--- src/rtl/alu_issue_if.sv ---
// Handshake bus for alu_issue: the instruction side (in_*) and the
// ALU command side (out_*), plus the shared opcode/width encodings.
`ifndef ALU_ISSUE_DEFS
`define ALU_ISSUE_DEFS
`define instWidth 32
`define aluOP     5
`define aluPlus   5'd0
`define aluMinus  5'd1
`define aluSLL    5'd2
`define aluSLT    5'd3
`define aluSLTU   5'd4
`define aluXOR    5'd5
`define aluSRL    5'd6
`define aluSRA    5'd7
`define aluOR     5'd8
`define aluAND    5'd9
`define aluMUL    5'd10
`define aluBEQ    5'd11
`define aluBNE    5'd12
`define aluBLT    5'd13
`define aluBGE    5'd14
`define aluLUI    5'd15
`define aluAUIPC  5'd16
`endif

interface alu_issue_if;
    logic                  in_valid;
    logic                  in_ready;
    logic [`instWidth-1:0] in_inst;
    logic [`instWidth-1:0] in_pc;
    logic [`instWidth-1:0] in_rs1;
    logic [`instWidth-1:0] in_rs2;

    logic                  out_valid;
    logic                  out_ready;
    logic [`aluOP-1:0]     out_aluop;
    logic [`instWidth-1:0] out_src1;
    logic [`instWidth-1:0] out_src2;
    logic [`instWidth-1:0] out_pc;
    logic [4:0]            out_rd;
    logic                  out_we;
    logic [`instWidth-1:0] out_boff;

    // Issue block side: consumes instructions, produces ALU commands.
    modport slave (
        input  in_valid, in_inst, in_pc, in_rs1, in_rs2, out_ready,
        output in_ready, out_valid, out_aluop, out_src1, out_src2,
               out_pc, out_rd, out_we, out_boff
    );

    // Driver side: presents instructions and accepts ALU commands.
    modport master (
        output in_valid, in_inst, in_pc, in_rs1, in_rs2, out_ready,
        input  in_ready, out_valid, out_aluop, out_src1, out_src2,
               out_pc, out_rd, out_we, out_boff
    );
endinterface

--- src/rtl/alu_issue.sv ---
// ALU issue stage: decodes an RV32 instruction at acceptance into an ALU
// command and buffers it in a 2-entry FIFO. in_ready depends only on the
// registered occupancy, so there is no combinational in->out path.
module alu_issue #(
    parameter int ILLEGAL_DROP = 1
) (
    input  logic         clk,
    input  logic         rst,
    input  logic         flush,
    output logic         illegal,
    alu_issue_if.slave   bus
);

    localparam bit DROP = (ILLEGAL_DROP != 0);

    localparam logic [6:0] OPC_OP     = 7'b0110011;
    localparam logic [6:0] OPC_OPIMM  = 7'b0010011;
    localparam logic [6:0] OPC_BRANCH = 7'b1100011;
    localparam logic [6:0] OPC_LUI    = 7'b0110111;
    localparam logic [6:0] OPC_AUIPC  = 7'b0010111;

    localparam logic [6:0] F7_ZERO = 7'b0000000;
    localparam logic [6:0] F7_ALT  = 7'b0100000;
    localparam logic [6:0] F7_MUL  = 7'b0000001;

    typedef struct packed {
        logic [`aluOP-1:0]     aluop;
        logic [`instWidth-1:0] src1;
        logic [`instWidth-1:0] src2;
        logic [`instWidth-1:0] pc;
        logic [4:0]            rd;
        logic                  we;
        logic [`instWidth-1:0] boff;
    } cmd_t;

    // Instruction fields and immediates
    logic [6:0]            w_opcode;
    logic [2:0]            w_funct3;
    logic [6:0]            w_funct7;
    logic [4:0]            w_rd;
    logic [`instWidth-1:0] w_imm_i;
    logic [`instWidth-1:0] w_shamt;
    logic [`instWidth-1:0] w_imm_b;
    logic [`instWidth-1:0] w_imm_u;

    assign w_opcode = bus.in_inst[6:0];
    assign w_rd     = bus.in_inst[11:7];
    assign w_funct3 = bus.in_inst[14:12];
    assign w_funct7 = bus.in_inst[31:25];
    assign w_imm_i  = {{20{bus.in_inst[31]}}, bus.in_inst[31:20]};
    assign w_shamt  = {27'b0, bus.in_inst[24:20]};
    assign w_imm_b  = {{19{bus.in_inst[31]}}, bus.in_inst[31], bus.in_inst[7],
                       bus.in_inst[30:25], bus.in_inst[11:8], 1'b0};
    assign w_imm_u  = {bus.in_inst[31:12], 12'b0};

    logic w_legal;
    cmd_t w_cmd;
    cmd_t w_entry;

    // Decode the presented instruction into a command and a legality flag
    always_comb begin
        w_legal       = 1'b0;
        w_cmd         = '0;
        w_cmd.aluop   = `aluPlus;
        w_cmd.pc      = bus.in_pc;
        case (w_opcode)
            OPC_OP: begin
                w_cmd.src1 = bus.in_rs1;
                w_cmd.src2 = bus.in_rs2;
                w_cmd.rd   = w_rd;
                w_cmd.we   = 1'b1;
                w_legal    = 1'b1;
                case ({w_funct7, w_funct3})
                    {F7_ZERO, 3'b000}: w_cmd.aluop = `aluPlus;
                    {F7_ALT,  3'b000}: w_cmd.aluop = `aluMinus;
                    {F7_ZERO, 3'b001}: w_cmd.aluop = `aluSLL;
                    {F7_ZERO, 3'b010}: w_cmd.aluop = `aluSLT;
                    {F7_ZERO, 3'b011}: w_cmd.aluop = `aluSLTU;
                    {F7_ZERO, 3'b100}: w_cmd.aluop = `aluXOR;
                    {F7_ZERO, 3'b101}: w_cmd.aluop = `aluSRL;
                    {F7_ALT,  3'b101}: w_cmd.aluop = `aluSRA;
                    {F7_ZERO, 3'b110}: w_cmd.aluop = `aluOR;
                    {F7_ZERO, 3'b111}: w_cmd.aluop = `aluAND;
                    {F7_MUL,  3'b000}: w_cmd.aluop = `aluMUL;
                    default:           w_legal     = 1'b0;
                endcase
            end
            OPC_OPIMM: begin
                w_cmd.src1 = bus.in_rs1;
                w_cmd.src2 = w_imm_i;
                w_cmd.rd   = w_rd;
                w_cmd.we   = 1'b1;
                w_legal    = 1'b1;
                case (w_funct3)
                    3'b000: w_cmd.aluop = `aluPlus;
                    3'b010: w_cmd.aluop = `aluSLT;
                    3'b011: w_cmd.aluop = `aluSLTU;
                    3'b100: w_cmd.aluop = `aluXOR;
                    3'b110: w_cmd.aluop = `aluOR;
                    3'b111: w_cmd.aluop = `aluAND;
                    3'b001: begin
                        w_cmd.src2  = w_shamt;
                        w_cmd.aluop = `aluSLL;
                        w_legal     = (w_funct7 == F7_ZERO);
                    end
                    default: begin
                        // 101: SRLI / SRAI, distinguished by inst[30]
                        w_cmd.src2  = w_shamt;
                        w_cmd.aluop = bus.in_inst[30] ? `aluSRA : `aluSRL;
                        w_legal     = (w_funct7 == F7_ZERO) || (w_funct7 == F7_ALT);
                    end
                endcase
            end
            OPC_BRANCH: begin
                // Branches never write back; rd stays 0
                w_cmd.src1 = bus.in_rs1;
                w_cmd.src2 = bus.in_rs2;
                w_cmd.boff = w_imm_b;
                w_legal    = 1'b1;
                case (w_funct3)
                    3'b000:  w_cmd.aluop = `aluBEQ;
                    3'b001:  w_cmd.aluop = `aluBNE;
                    3'b100:  w_cmd.aluop = `aluBLT;
                    3'b101:  w_cmd.aluop = `aluBGE;
                    default: w_legal     = 1'b0;
                endcase
            end
            OPC_LUI: begin
                w_cmd.src2  = w_imm_u;
                w_cmd.aluop = `aluLUI;
                w_cmd.rd    = w_rd;
                w_cmd.we    = 1'b1;
                w_legal     = 1'b1;
            end
            OPC_AUIPC: begin
                w_cmd.src2  = w_imm_u;
                w_cmd.aluop = `aluAUIPC;
                w_cmd.rd    = w_rd;
                w_cmd.we    = 1'b1;
                w_legal     = 1'b1;
            end
            default: w_legal = 1'b0;
        endcase
    end

    // Illegal instructions that are kept become a harmless add with no writeback
    always_comb begin
        w_entry = w_cmd;
        if (!w_legal) begin
            w_entry       = '0;
            w_entry.aluop = `aluPlus;
            w_entry.pc    = bus.in_pc;
        end
    end

    // FIFO bookkeeping
    logic [1:0] r_count;
    logic       r_wptr;
    logic       r_rptr;
    logic       r_illegal;
    cmd_t       r_mem [2];

    logic w_acc;
    logic w_push;
    logic w_pop;

    assign bus.in_ready  = (r_count != 2'd2);
    assign bus.out_valid = (r_count != 2'd0);

    assign w_acc  = bus.in_valid && bus.in_ready;
    assign w_push = w_acc && !flush && (w_legal || !DROP);
    assign w_pop  = bus.out_valid && bus.out_ready && !flush;

    // Occupancy, pointers and the illegal pulse; flush wins over push/pop
    always_ff @(posedge clk or posedge rst) begin
        if (rst) begin
            r_count   <= 2'd0;
            r_wptr    <= 1'b0;
            r_rptr    <= 1'b0;
            r_illegal <= 1'b0;
        end else if (flush) begin
            r_count   <= 2'd0;
            r_wptr    <= 1'b0;
            r_rptr    <= 1'b0;
            r_illegal <= 1'b0;
        end else begin
            r_illegal <= w_acc && !w_legal;
            if (w_push) r_wptr <= ~r_wptr;
            if (w_pop)  r_rptr <= ~r_rptr;
            case ({w_push, w_pop})
                2'b10:   r_count <= r_count + 2'd1;
                2'b01:   r_count <= r_count - 2'd1;
                default: r_count <= r_count;
            endcase
        end
    end

    // Entry storage; cleared on reset so the idle outputs read as an add of zeros
    always_ff @(posedge clk or posedge rst) begin
        if (rst) begin
            for (int i = 0; i < 2; i++) r_mem[i] <= '0;
        end else if (w_push) begin
            r_mem[r_wptr] <= w_entry;
        end
    end

    // Outputs always show the head entry
    cmd_t w_head;
    assign w_head        = r_mem[r_rptr];
    assign bus.out_aluop = w_head.aluop;
    assign bus.out_src1  = w_head.src1;
    assign bus.out_src2  = w_head.src2;
    assign bus.out_pc    = w_head.pc;
    assign bus.out_rd    = w_head.rd;
    assign bus.out_we    = w_head.we;
    assign bus.out_boff  = w_head.boff;
    assign illegal       = r_illegal;

endmodule
--- src/flat_wrapper.sv ---
// flat-port wrapper written by rule: the top's interface ports become plain ports
module alu_issue_flat 
#(
    parameter int ILLEGAL_DROP = 1
)
  (clk, rst, flush, illegal, bus_in_valid, bus_in_inst, bus_in_pc, bus_in_rs1, bus_in_rs2, bus_out_ready, bus_in_ready, bus_out_valid, bus_out_aluop, bus_out_src1, bus_out_src2, bus_out_pc, bus_out_rd, bus_out_we, bus_out_boff);
  alu_issue_if bus_i ();
  input  logic clk;
  input  logic rst;
  input  logic flush;
  output logic illegal;
  input wire logic [$bits(bus_i.in_valid)-1:0] bus_in_valid;
  input wire logic [$bits(bus_i.in_inst)-1:0] bus_in_inst;
  input wire logic [$bits(bus_i.in_pc)-1:0] bus_in_pc;
  input wire logic [$bits(bus_i.in_rs1)-1:0] bus_in_rs1;
  input wire logic [$bits(bus_i.in_rs2)-1:0] bus_in_rs2;
  input wire logic [$bits(bus_i.out_ready)-1:0] bus_out_ready;
  output wire logic [$bits(bus_i.in_ready)-1:0] bus_in_ready;
  output wire logic [$bits(bus_i.out_valid)-1:0] bus_out_valid;
  output wire logic [$bits(bus_i.out_aluop)-1:0] bus_out_aluop;
  output wire logic [$bits(bus_i.out_src1)-1:0] bus_out_src1;
  output wire logic [$bits(bus_i.out_src2)-1:0] bus_out_src2;
  output wire logic [$bits(bus_i.out_pc)-1:0] bus_out_pc;
  output wire logic [$bits(bus_i.out_rd)-1:0] bus_out_rd;
  output wire logic [$bits(bus_i.out_we)-1:0] bus_out_we;
  output wire logic [$bits(bus_i.out_boff)-1:0] bus_out_boff;
  assign bus_i.in_valid = bus_in_valid;
  assign bus_i.in_inst = bus_in_inst;
  assign bus_i.in_pc = bus_in_pc;
  assign bus_i.in_rs1 = bus_in_rs1;
  assign bus_i.in_rs2 = bus_in_rs2;
  assign bus_i.out_ready = bus_out_ready;
  assign bus_in_ready = bus_i.in_ready;
  assign bus_out_valid = bus_i.out_valid;
  assign bus_out_aluop = bus_i.out_aluop;
  assign bus_out_src1 = bus_i.out_src1;
  assign bus_out_src2 = bus_i.out_src2;
  assign bus_out_pc = bus_i.out_pc;
  assign bus_out_rd = bus_i.out_rd;
  assign bus_out_we = bus_i.out_we;
  assign bus_out_boff = bus_i.out_boff;
  alu_issue #(.ILLEGAL_DROP(ILLEGAL_DROP)) u_core (.clk(clk), .rst(rst), .flush(flush), .illegal(illegal), .bus(bus_i));
endmodule
--- config.mk ---
export PLATFORM = sky130hd
export DESIGN_NAME = alu_issue_flat
export DESIGN_NICKNAME = d
export VERILOG_FILES = /design/src/rtl/alu_issue_if.sv /design/src/rtl/alu_issue.sv /design/src/flat_wrapper.sv
export SDC_FILE = /design/constraint.sdc
export NUM_CORES = 1
export LEC_CHECK = 0
export CAP_MARGIN = 40
export CELL_PAD_IN_SITES_DETAIL_PLACEMENT = 1
export CELL_PAD_IN_SITES_GLOBAL_PLACEMENT = 1
export CORE_MARGIN = 3
export CORE_UTILIZATION = 40
export DETAILED_ROUTE_END_ITERATION = 8
export MAX_ROUTING_LAYER = met4
export PLACE_DENSITY = 0.76
export SLEW_MARGIN = 20
export SYNTH_ARGS = -nofsm -noshare
export SYNTH_HDL_FRONTEND = slang
export SYNTH_SLANG_ARGS = --single-unit
--- constraint.sdc ---
create_clock -name clk -period 13.1 [get_ports clk]
set_input_delay 3.93 -clock clk [delete_from_list [all_inputs] [get_ports clk]]
set_output_delay 3.93 -clock clk [all_outputs]
set_load 0.005 [all_outputs]
==> metrics.yaml <==
placement:
  dp.final_hpwl_um: 22200
  place.gp.congestion: 0.779
  io_buffers: 273
  dp.cells: 1463
  dp_area_mm2: 0.0149
logic_synthesis:
  yosys.area.top_type_share: 0.511
  synth-edff-count: 0
  netlist_top_cells_area: "sky130_fd_sc_hd__dfrtp_1 (51%), sky130_fd_sc_hd__mux2_2 (32%), sky130_fd_sc_hd__mux2_4 (2.4%)"
  yosysTopAreaCell: "sky130_fd_sc_hd__dfrtp_1"
  synth.yosys.warnings: 0
  synth.avg_cell_area_um2: 13.7
  post_synth_num_cell_types: 52
  ys_seq_area_frac: 0.511
  postSynth.topFlopCell: "sky130_fd_sc_hd__dfrtp_1"
  cell_count_after_synthesis: 869
  synthesis.nets: 1002
  netlist_area_before_placement_mm2: 0.0119
  asr_flop_ratio_synth: 1.00
  yosys_register_bits: 243
pwr:
  powerDensity_mw_per_mm2: 105
  cell_internal_pwr_w: 0.00130
  comb_power_share: 0.090
  total_leakage_power_nw: 7.45
  power.share.sequential: 0.465
  ir_worst_vdd_uv: 94.4
  power_frac_clock: 0.445
  net_sw_power_w: 0.000364
  netSwitchingFraction: 0.218
  fin_total_pwr_w: 0.00167
final_layout:
  final_common_cell: "sky130_fd_sc_hd__mux2_2"
  n_antenna_cell: 0
  final.fill_count: 2905
  stdcell_count: 1515
  drive_gt1_frac: 0.378
  synthToLayoutAreaGrowth_pct: 33.2
  finalNetCount: 1246
  fin_area_mm2: 0.0158
  mostFrequentLayoutCells: "sky130_fd_sc_hd__mux2_2 (338), sky130_fd_sc_hd__clkdlybuf4s50_1 (273), sky130_fd_sc_hd__dfrtp_1 (242)"
sta:
  fin_crit_sh: 0.546
  whs_ns: 0.500
  finalSetupViolations: 0
  maxSlewViolCount: 0
  final.setup_skew_ns: 0.00732
  final_total_negative_setup_slack_ns: 0
  timing.final.crit_period_ns: 7.15
  tightest_slew_ns: 0.828
  hold_violations: 0
  max_slew_margin: 0.448
  unrepaired_setup_endpoints_after_global_routing: "no"
  fmax_mhz: 140
setup_path:
  critical_path.slowest_cell: "sky130_fd_sc_hd__dfrtp_4"
  path_depth: 4
  crit_path_start_kind: "register"
  timing.critical_path.to_type: "output port"
  worstReg2RegEnd: "u_core.r_mem[41]$_DFFE_PP0P_"
  rrSetupSlack_ns: 10.67
  cpLargestDelayFamily: "buffers and inverters"
  slowest_delay_ns: 0.88
  worstPathMaxFanout: 48
  crit_start: "u_core.r_rptr$_DFFE_PP0P_"
  critical_path_end: "bus_out_src2[23]"
  crit_buf_inv: 3
  timing.critical_path.arrival_ns: 3.22
  critPathRequiredTime_ns: 9.17
  rr_worst_depth: 7
  critical_path_class: "reg2out"
  worstPathCellList: "buf_4 -> buf_16 -> mux2_2 -> clkdlybuf4s50_1"
  crit-reg2reg-launch: "u_core.r_count[0]$_DFFE_PP0P_"
floorplanning:
  die_area_mm2: 0.0318
  chipHeight_um: 178
  initial_utilization: 0.410
  floorplan.rows: 62
  fp.dieW_um: 178
  ios: 275
  placeableCoreArea_mm2: 0.0290
global_route:
  grt_pass1_wl_um: 48900
  first_global_vias: 8576
  grt_start_max_net_pins: 110
  global_route.usage.total: 0.200
  grt.overflow.total: 0
  number_of_antenna_violations_at_the_first_check_in_global_routing: 0
clock_tree:
  cts.htree.levels: 1
  clk-insertion-delay-late_ns: 0.53
  cts.repair.resized: 0
  clk_pin_slew_ns: 0.06
  hold_buffers: 0
  tritoncts.num_buffers: 28
  tritoncts_num_sinks: 243
  cts_tree: "yes"
  clockBufferDepth: 3
  ctsRootBufferMaster: "sky130_fd_sc_hd__clkbuf_16"
  cts_post_setup_buffers_inserted: 0
route:
  route.detailed.drc: 0
  detail-route-antenna-nets: 0
  via_count: 7939
  dr.first_iter.drc_count: 339
  postRouteWirelength_um: 31900
  wl_per_cell_um: 21.1
  drtPass1Iterations: 4
  drt_via_density: 5.24
flow_run:
  timing.max_cap.violations: 0
run_status:
  status: "complete, no violations"
hold_path:
  hold_removal_path_class: "reg2reg"
## layout make-up
type / count / area [um^2] / share of cell area
multi-input combinational: 541 / 5390 / 0.340
clock inverter: 4 / 45.0 / 0.00284
sequential: 243 / 6080 / 0.384
timing repair buffer: 292 / 2990 / 0.189
clock buffer: 44 / 822 / 0.0519
inverter: 7 / 33.8 / 0.00213
tap: 384 / 480 / 0.0303
## synth_stat cells (all sizes together) (2+ instances only)
master / count
or2: 3
a31oi: 4
clkbuf: 30
o21a: 2
nor2: 14
nor2b: 7
nand3: 6
and3: 6
nor3: 6
and2: 43
mux2: 357
a22o: 11
dfrtp: 243
a21oi: 4
inv: 7
nand2: 10
o31ai: 2
xor2: 4
nand2b: 8
buf: 48
o21ai: 6
nor4: 5
nand3b: 2
a221o: 21
## per-stage QoR
| stage | util | setup WS (ns) |
|---|---|---|
| 2_1_floorplan | - | 2.50 |
| 3_3_place_gp | 0.509 | 5.14 |
| 3_5_place_dp | 0.515 | 5.03 |
| 4_1_cts | 0.545 | 5.57 |
| 5_1_grt | 0.546 | 5.81 |
| 6_report | 0.546 | 5.95 |
## layer usage
metal | vias to the layer above | global-route usage | wire length [um]
li1 | 3602 | - | -
met2 | 239 | 0.317 | 15000
met3 | 46 | 0.0477 | 2190
met1 | 4052 | 0.258 | 14000
met4 | 0 | 0.0503 | 688
met5 | - | - | 0
## how the worst min path moves through the flow
stage	depth (start not counted)	end	start	slack [ns]
floorplan	1	u_core.r_mem[57]$_DFFE_PP0P_	u_core.r_mem[57]$_DFFE_PP0P_	0.47
global placement	1	u_core.r_mem[82]$_DFFE_PP0P_	u_core.r_mem[82]$_DFFE_PP0P_	0.48
detailed placement	1	u_core.r_mem[169]$_DFFE_PP0P_	u_core.r_mem[169]$_DFFE_PP0P_	0.49
CTS	1	u_core.r_mem[169]$_DFFE_PP0P_	u_core.r_mem[169]$_DFFE_PP0P_	0.50
global route	1	u_core.r_mem[258]$_DFFE_PP0P_	u_core.r_mem[258]$_DFFE_PP0P_	0.51
finish	1	u_core.r_mem[277]$_DFFE_PP0P_	u_core.r_mem[277]$_DFFE_PP0P_	0.50
## state kept, by name, summed over array words and instances (netlist names)
name / flops
u_core.r_rptr: 1
u_core.illegal: 1
u_core.r_count: 2
u_core.r_mem: 238
u_core.r_wptr: 1
## worst reg2reg max path: stages (launching register included)
cell,delay [ns]
sky130_fd_sc_hd__dfrtp_1,0.41
sky130_fd_sc_hd__nand2b_1,0.18
sky130_fd_sc_hd__nand3b_1,0.19
sky130_fd_sc_hd__nor3b_2,0.24
sky130_fd_sc_hd__buf_4,0.22
sky130_fd_sc_hd__buf_4,0.40
sky130_fd_sc_hd__buf_12,0.29
sky130_fd_sc_hd__mux2_2,0.40
## power by group through the flow
stage / Combinational (W) / Sequential (W) / Clock [W]
after global placement: 0.000146 / 0.000786 / 0
after global routing: 0.000163 / 0.000775 / 0.000800
after floorplan: 0.0000586 / 0.000785 / 0
after CTS: 0.000152 / 0.000774 / 0.000767
after detailed placement: 0.000150 / 0.000787 / 0
final: 0.000150 / 0.000774 / 0.000741
## kinds of logic after synthesis
logic type,after synthesis,share of synthesized area
AOI/OAI and AO/OA,63,0.0461
xor gates and xnor gates,5,0.00368
buffers and inverters,85,0.0381
DFF,243,0.511
muxes,357,0.344
other,1,0.000315
and+or+nand+nor,115,0.0564
No activity file was read; power rests on OpenSTA's default activity.
